## config.mk

```make
export PLATFORM = sky130hd
export DESIGN_NAME = sdf_bf_stage_flat
export DESIGN_NICKNAME = d
export VERILOG_FILES = /design/src/rtl/sdf_bf_stage_if.sv /design/src/rtl/sdf_bf_stage.sv /design/src/flat_wrapper.sv
export SDC_FILE = /design/constraint.sdc
export NUM_CORES = 2
export LEC_CHECK = 0
export BUFFER_PORTS_ARGS = -buffer_cell sky130_fd_sc_hd__buf_2
export CAP_MARGIN = 10
export CORE_AREA = 2 2 377 379
export DETAILED_ROUTE_END_ITERATION = 7
export DIE_AREA = 0 0 379 381
export GPL_ROUTABILITY_DRIVEN = 1
export HOLD_SLACK_MARGIN = 0.12
export PLACE_DENSITY = 0.76
export SLEW_MARGIN = 20
export SYNTH_ARGS = -nofsm -noshare
export SYNTH_HDL_FRONTEND = slang
export SYNTH_SLANG_ARGS = --single-unit
```

## constraint.sdc

```tcl
create_clock -name mclk -period 12.9 [get_ports mclk]
set_input_delay 0.645 -clock mclk [delete_from_list [all_inputs] [get_ports mclk]]
set_output_delay 0.645 -clock mclk [all_outputs]
set_load 0.1 [all_outputs]
```

## src/rtl/sdf_bf_stage_if.sv

```systemverilog
// ----------------------------------------------------------------------------
// sdf_bf_stage_if
// Sample-stream bundle for the radix-2 SDF butterfly stage.
//   i_vld        : input sample valid
//   i_re, i_im   : signed input sample, DATA_W bits per component
//   o_vld        : output sample valid
//   o_re, o_im   : signed result, DATA_W+1 bits per component
//   o_sum        : 1 = result is a sum (a+b), 0 = result is a difference (a-b)
// master : the side that produces samples and consumes results
// slave  : the butterfly stage itself
// ----------------------------------------------------------------------------
interface sdf_bf_stage_if #(
    parameter int DATA_W = 16
);
    logic                     i_vld;
    logic signed [DATA_W-1:0] i_re;
    logic signed [DATA_W-1:0] i_im;
    logic                     o_vld;
    logic signed [DATA_W:0]   o_re;
    logic signed [DATA_W:0]   o_im;
    logic                     o_sum;

    modport master (
        output i_vld, i_re, i_im,
        input  o_vld, o_re, o_im, o_sum
    );

    modport slave (
        input  i_vld, i_re, i_im,
        output o_vld, o_re, o_im, o_sum
    );
endinterface

```

## src/rtl/sdf_bf_stage.sv

```systemverilog
// ----------------------------------------------------------------------------
// sdf_bf_stage
// Radix-2 single-path delay-feedback (DIF) butterfly stage, trivial twiddles.
// Feeds the bit-reversal reorder stage directly.
//
// Every block of 2*DELAY accepted samples is split into two halves:
//   phase 0 : the input is parked in the delay line; the slot's old content
//             (a difference left over from the previous block) is emitted.
//   phase 1 : a = parked word, b = input; a+b is emitted and a-b is parked
//             in the same slot, to leave during the next block's phase 0.
//
// Ports
//   mclk   : clock, all state changes on its rising edge
//   i_rst  : asynchronous active-high reset
//   i_init : synchronous restart, same effect as i_rst at the clock edge
//   bus    : sample stream (sdf_bf_stage_if.slave), results registered one
//            clock after the accepting cycle
// ----------------------------------------------------------------------------
module sdf_bf_stage #(
    parameter int DATA_W = 16,
    parameter int DELAY  = 64
) (
    input  logic            mclk,
    input  logic            i_rst,
    input  logic            i_init,
    sdf_bf_stage_if.slave   bus
);

    localparam int W      = DATA_W + 1;
    localparam int CNT_W  = $clog2(DELAY) + 1;
    localparam int ADDR_W = (DELAY > 1) ? $clog2(DELAY) : 1;

    // Sample counter; its MSB is the phase. 2*DELAY is a power of two, so
    // the natural wrap of the counter is the block boundary.
    logic [CNT_W-1:0]  cnt_reg;
    logic [CNT_W-1:0]  cnt_next;
    logic              primed_reg;
    logic              phase;
    logic [ADDR_W-1:0] addr;
    logic              last_of_half;
    logic              accept;

    // Delay line. No reset: stale contents are kept off the output by the
    // primed flag. Read is asynchronous so that the add/subtract and the
    // write-back happen in the same cycle the sample is accepted.
    logic signed [W-1:0] line_re [DELAY];
    logic signed [W-1:0] line_im [DELAY];

    logic signed [W-1:0] a_re, a_im;
    logic signed [W-1:0] b_re, b_im;
    logic signed [W-1:0] sum_re, sum_im;
    logic signed [W-1:0] diff_re, diff_im;

    logic                emit;
    logic signed [W-1:0] res_re, res_im;
    logic                res_sum;
    logic signed [W-1:0] wr_re, wr_im;

    logic                out_vld_reg;
    logic signed [W-1:0] out_re_reg, out_im_reg;
    logic                out_sum_reg;

    assign phase = cnt_reg[CNT_W-1];

    generate
        if (DELAY > 1) begin : g_addr
            assign addr = cnt_reg[ADDR_W-1:0];
        end else begin : g_addr_single
            // The delay line is a single register; there is nothing to index.
            assign addr = '0;
        end
    endgenerate

    assign last_of_half = (addr == ADDR_W'(DELAY - 1));
    assign accept       = bus.i_vld && !i_init;
    assign cnt_next     = cnt_reg + CNT_W'(1);

    assign a_re = line_re[addr];
    assign a_im = line_im[addr];
    assign b_re = {bus.i_re[DATA_W-1], bus.i_re};
    assign b_im = {bus.i_im[DATA_W-1], bus.i_im};

    // Both operands are DATA_W+1 wide, so the results are exact.
    assign sum_re  = a_re + b_re;
    assign sum_im  = a_im + b_im;
    assign diff_re = a_re - b_re;
    assign diff_im = a_im - b_im;

    always_comb begin
        emit    = primed_reg;
        res_re  = a_re;
        res_im  = a_im;
        res_sum = 1'b0;
        wr_re   = b_re;
        wr_im   = b_im;
        if (phase) begin
            emit    = 1'b1;
            res_re  = sum_re;
            res_im  = sum_im;
            res_sum = 1'b1;
            wr_re   = diff_re;
            wr_im   = diff_im;
        end
    end

    always_ff @(posedge mclk or posedge i_rst) begin
        if (i_rst) begin
            cnt_reg     <= '0;
            primed_reg  <= 1'b0;
            out_vld_reg <= 1'b0;
            out_re_reg  <= '0;
            out_im_reg  <= '0;
            out_sum_reg <= 1'b0;
        end else if (i_init) begin
            // Restart wins over a simultaneous sample, which is dropped.
            cnt_reg     <= '0;
            primed_reg  <= 1'b0;
            out_vld_reg <= 1'b0;
            out_re_reg  <= '0;
            out_im_reg  <= '0;
            out_sum_reg <= 1'b0;
        end else if (bus.i_vld) begin
            cnt_reg     <= cnt_next;
            out_vld_reg <= emit;
            // The first phase-0 half only fills the line; from then on every
            // slot holds a real difference.
            if (!phase && last_of_half) begin
                primed_reg <= 1'b1;
            end
            // Suppressed outputs leave the data registers untouched so that
            // uninitialised delay-line words never appear on the bus.
            if (emit) begin
                out_re_reg  <= res_re;
                out_im_reg  <= res_im;
                out_sum_reg <= res_sum;
            end
        end else begin
            out_vld_reg <= 1'b0;
        end
    end

    always_ff @(posedge mclk) begin
        if (accept) begin
            line_re[addr] <= wr_re;
            line_im[addr] <= wr_im;
        end
    end

    assign bus.o_vld = out_vld_reg;
    assign bus.o_re  = out_re_reg;
    assign bus.o_im  = out_im_reg;
    assign bus.o_sum = out_sum_reg;

endmodule
```

## src/flat_wrapper.sv

```systemverilog
// flat-port wrapper written by rule: the top's interface ports become plain ports
module sdf_bf_stage_flat 
#(
    parameter int DATA_W = 16,
    parameter int DELAY  = 64
)
  (mclk, i_rst, i_init, bus_i_vld, bus_i_re, bus_i_im, bus_o_vld, bus_o_re, bus_o_im, bus_o_sum);
  sdf_bf_stage_if #(.DATA_W(DATA_W)) bus_i ();
  input  logic mclk;
  input  logic i_rst;
  input  logic i_init;
  input wire logic [$bits(bus_i.i_vld)-1:0] bus_i_vld;
  input wire logic [$bits(bus_i.i_re)-1:0] bus_i_re;
  input wire logic [$bits(bus_i.i_im)-1:0] bus_i_im;
  output wire logic [$bits(bus_i.o_vld)-1:0] bus_o_vld;
  output wire logic [$bits(bus_i.o_re)-1:0] bus_o_re;
  output wire logic [$bits(bus_i.o_im)-1:0] bus_o_im;
  output wire logic [$bits(bus_i.o_sum)-1:0] bus_o_sum;
  assign bus_i.i_vld = bus_i_vld;
  assign bus_i.i_re = bus_i_re;
  assign bus_i.i_im = bus_i_im;
  assign bus_o_vld = bus_i.o_vld;
  assign bus_o_re = bus_i.o_re;
  assign bus_o_im = bus_i.o_im;
  assign bus_o_sum = bus_i.o_sum;
  sdf_bf_stage #(.DATA_W(DATA_W), .DELAY(DELAY)) u_core (.mclk(mclk), .i_rst(i_rst), .i_init(i_init), .bus(bus_i));
endmodule
```

### Word-level counts from Yosys, hierarchy flattened

Memories as Yosys holds them, arrays and structs flattened.
Cells that the tools add are included.

| cells by class | value |
|---|---|
| add/sub/neg operators | 5 |
| equal/unequal tests | 1 |
| multiplexer cells | 24 |
| reduce and logical (&&, ||, !) cells | 9 |

Operators with widths:

| cell | number |
|---|---|
| $mux W17 | 10 |
| $add A17 B16 Y17 | 2 |
| $sub A17 B16 Y17 | 2 |
| $mux W7 | 2 |
| $mux W1 | 12 |
| $add A7 B1 Y7 const B | 1 |
| $eq A6 B6 Y1 const B | 1 |
| $reduce_bool A2 Y1 | 3 |
| $reduce_and A2 Y1 | 2 |
| $logic_and A1 B1 Y1 | 2 |
| $logic_not A1 Y1 | 2 |

| word-level totals | value |
|---|---|
| register bits | 44 |
| bits in writable memories | 2176 |
| input bits | 36 |
| output and inout port bits | 36 |
| word-level logic and storage cells | 47 |
| memories | 2 |

Memory list:

| name | words | width | rd ports | clocked after memory_dff | write ports | RTL line | RTL |
|---|---|---|---|---|---|---|---|
| u_core.line_im | 64 | 17 | 1 | 0 | 1 | sdf_bf_stage.sv:47 | `logic signed [W-1:0] line_im [DELAY];` |
| u_core.line_re | 64 | 17 | 1 | 0 | 1 | sdf_bf_stage.sv:46 | `logic signed [W-1:0] line_re [DELAY];` |

### Longest topological paths before layout

An unclocked memory read counts as a cell.

| depth | value |
|---|---|
| depth in word-level cells | 6 |
| gate-level depth with buffers | 23 |

### Least setup slack after synthesis

Ideal clock, no wire load.

| timing | value |
|---|---|
| path type | register to register |
| start | reg u_core.cnt_reg[1] |
| end | mem u_core.line_im[0][15] (netlist bit), data pin |
| arrival | 5.777 ns |
| slack | 6.559 ns |
| stages on the path, launching flop included | 21 |
| period minus slack after synthesis | 6.341 ns |
| path through | dfrtp_1 buf_6 and3b_1 clkbuf_1 buf_2 buf_2 a22o_1 a221oi_1 a31oi_1 nor4_1 nand3_1 ha_1 nor2b_1 o21a_1 o21ai_0 a211o_1 a31oi_1 or4_1 a31oi_1 xor2_1 mux2i_1 |

| on the way | value |
|---|---|
| cells in the longest elaborated chain, start to end | 3 |

RTL lines:

| element | RTL line | RTL |
|---|---|---|
| start: declaration | sdf_bf_stage.sv:35 | `logic [CNT_W-1:0] cnt_reg;` |
| start signal: assignment | sdf_bf_stage.sv:123 | `cnt_reg <= cnt_next;` |
| $mem_v2 Z64 W17 | n/a |  |
| $sub A17 B16 Y17 | sdf_bf_stage.sv:87 | `assign diff_im = a_im - b_im;` |
| $mux W17 | sdf_bf_stage.sv:96 | `if (phase) begin` |
| net u_core.wr_im[15] | sdf_bf_stage.sv:57 | `logic signed [W-1:0] wr_re, wr_im;` |
| end: declaration | sdf_bf_stage.sv:47 |  |

The timed path passes the listed nets, and every way through them passes these cells.

### Final worst setup path

| timing | value |
|---|---|
| start | reg u_core.cnt_reg[0] |
| end | mem u_core.line_re[21][16] (netlist bit), data pin |

| on the way | value |
|---|---|
| cells in the longest elaborated chain, start to end | 3 |

RTL lines:

| element | RTL line | RTL |
|---|---|---|
| $mem_v2 Z64 W17 | n/a |  |
| $sub A17 B16 Y17 | sdf_bf_stage.sv:86 | `assign diff_re = a_re - b_re;` |
| $mux W17 | sdf_bf_stage.sv:96 |  |
| net u_core.wr_re[16] | sdf_bf_stage.sv:57 |  |
| end: declaration | sdf_bf_stage.sv:46 |  |

The timed path passes the listed nets, and every way through them passes these cells.

==> reports/qor.yml <==
fin_crit_ns: 7.83
clockBufferDepth: 3
met2_usage: 0.500
slew-limit-headroom: 0.181
cts_max_level: 4
critPathCapture: "u_core.line_re[21][16]"
die-area_mm2: 0.144
routed_wl_um: 241000
grt_pass1_vias: 47400
multiInputGateArea_mm2: 0.0166
synthCells: 4785
fmax_mhz: 128
grt_usage: 0.330
grt_max_degree: 97
grt.overflow.total: 0
routed-via-count: 50600
syn_nets: 4892
startpoint: "u_core.cnt_reg[0]"
synth_area_leader_cell: "edfxtp_1"
worst_slew_pin_slew_ns: 1.22
final_antenna_net_count: 0
path_max_fanout: 64
synth_cell_types: 73
cts_tree: "yes"
clk_latency_ns: 0.85
worst-endpoint-required_ns: 13.44
ys_seq_elements: 2220
io_pins: 72
setup_violations: 0
grt_busiest_layer: "met2"
reg_top3: "u_core.line_im: 1088 flops, u_core.line_re: 1088 flops"
viasPerCell: 7.26
fin_worst_skew_ns: 0.0385
cp.depth: 19
cts.sinks: 2220
synth_edf_count: 2176
critical_path.reg2reg.endpoint: "u_core.line_re[21][16]"
min_path_type: "input port to flop"
cp_slowest_cell: "dfrtp_1"
register_area_mm2: 0.0664
clock-root-buffer: "clkbuf_16"
layout-drive-gt1-share: 0.131
cts_buffers: 198
cp_cell_sequence: "nand2_1, nor2_4, buf_4, buf_4, a22oi_1, a31oi_1, nor4_1, nand3_1, ha_1, and3_1, a21oi_1, nand4_1, and2_1, a211o_1, a31oi_1, xnor2_1, nand2_1, xnor2_2, buf_4"
met3_usage: 0.0990
syn_area_per_cell_um2: 17.5
reg2reg_setup_slack_ns: 5.07
io_buffers: 71
worstPathArrival_ns: 8.37
run_status: "finished clean"
synth_most_common_cell: "edfxtp_1"
area_growth_pct: 12.2
ys.flop_type: "edfxtp_1"
finalHoldViolCount: 0
clk_pin_slew_ns: 0.07
drtIter0Drc: 8630
path_common_cell: "buf_4"
routabilityCongestion: 0.864
setup_tns_ns: 0
die_h_um: 381
cts_setup_buffers: 0
wl_per_cell_um: 34.6
critPathBufInv: 3
rows: 138
nFillCells: 8829
initial_utilization: 0.595
ff2ff_path_depth: 19
end_kind: "flop"
grt_pass1_wl_um: 339000
antenna_found_initial: 4
seq_area_frac_synth: 0.794
syn_area_mm2: 0.0837
finalMaxSlewViolations: 0
use_met1: 0.451
max_cap_viol_count: 0
hold_slack_ns: 0.189
fin_nets: 5021
die_w_um: 379
cp-start-kind: "flop"
async_reset_ff_frac: 0.0198
rsz0062_at_grt: "false"
leakage_nw: 29.0
crit_family: "simple AND/OR/NAND/NOR gates"
r2r-start: "u_core.cnt_reg[0]"
crit_type: "flop to flop"
synth.area.top_cells: "edfxtp_1, a22oi_1, a22o_1, a221oi_1, a31oi_1"
ir_drop_mv: 0.130
max_stage_delay_ns: 1.08
dr.pass1.iters: 6
synth_top_area_share: 0.781
drc_errors: 0
dp_hpwl_um: 129000
ys_warn_count: 0
cts_resized: 0
finalCritPeriodShare: 0.607
core_mm2: 0.141
synthTopCellsByCount: "edfxtp_1, a22oi_1, a31oi_1"
cts_hold_buf: 1
powerDensity_mw_per_mm2: 158
routing by layer:
layer | share of wire | vias to the layer above
li1 | - | 20200
met2 | 0.46 | 4645
met4 | 0.047 | 2
met1 | 0.33 | 25100
met5 | 0.000054 | -
met3 | 0.16 | 680
how the worst min path moves through the flow:
stage | start | to | cells after the start
after floorplan | u_core.primed_reg | u_core.primed_reg | 2
after global placement | u_core.bus.o_sum | u_core.bus.o_sum | 2
after detailed placement | u_core.bus.o_sum | u_core.bus.o_sum | 2
after CTS | i_init | u_core.primed_reg | 2
after global routing | i_init | u_core.cnt_reg[4] | 2
final | i_init | u_core.cnt_reg[1] | 2
where the power goes:
| part | leakage [nW] | switching [W] | internal (W) | total [W] |
|---|---|---|---|---|
| clock | 3.14 | 0.00255 | 0.00333 | 0.00588 |
| sequential | 20.2 | 0.00000647 | 0.00793 | 0.00793 |
| combinational | 5.70 | 0.000658 | 0.000316 | 0.000975 |
cells in the final DEF (no fill, tap or decap), drive strengths merged, types with 35 or more instances in the layout:
cell    instances
edfxtp       2176
a22oi         666
buf           246
clkbuf        240
a31oi         210
a22o          202
a221oi        202
nor2          131
nand2         123
a21oi          96
o21ai          95
clkinv         91
ha             67
inv            66
nand4          59
xnor2          48
dfrtp          44
nand3          42
nor4           35
cell families (layout without fill, tap and decap cells):
logic type / after synthesis / in the layout / share of synthesized area
AO/OA/AOI/OAI: 1547 / 1547 / 0.137
XOR/XNOR: 58 / 58 / 0.00607
adder cells (fa/ha/maj): 71 / 71 / 0.0110
buffers and inverters: 380 / 675 / 0.0194
flip-flops: 2220 / 2220 / 0.794
multiplexers: 35 / 35 / 0.00468
other: 0 / 4 / 0
AND/OR/NAND/NOR: 474 / 474 / 0.0277
metrics by stage:
step | cells | total power [W] | setup WS (ns) | util | area, µm²
final | 6974 | 0.0148 | 5.07 | 0.668 | 93900
after global routing | 6973 | 0.0151 | 4.83 | 0.668 | 93900
after CTS | 6970 | 0.0148 | 5.40 | 0.668 | 93900
after detailed placement | 6603 | 0.00903 | 5.46 | 0.622 | 87400
after global placement | 6603 | 0.00901 | 5.59 | 0.622 | 87400
after floorplan | 4785 | 0.00872 | 6.56 | - | 83700
area by class of cell:
| class | instances | share of cell area |
|---|---|---|
| multi-input combinational | 2185 | 0.177 |
| clock inverter | 126 | 0.0132 |
| antenna | 4 | 0.000107 |
| tap | 1890 | 0.0252 |
| clock buffer | 240 | 0.0555 |
| sequential | 2220 | 0.708 |
| inverter | 62 | 0.00249 |
| timing repair buffer | 247 | 0.0193 |
(Power assumes the default switching activity.)
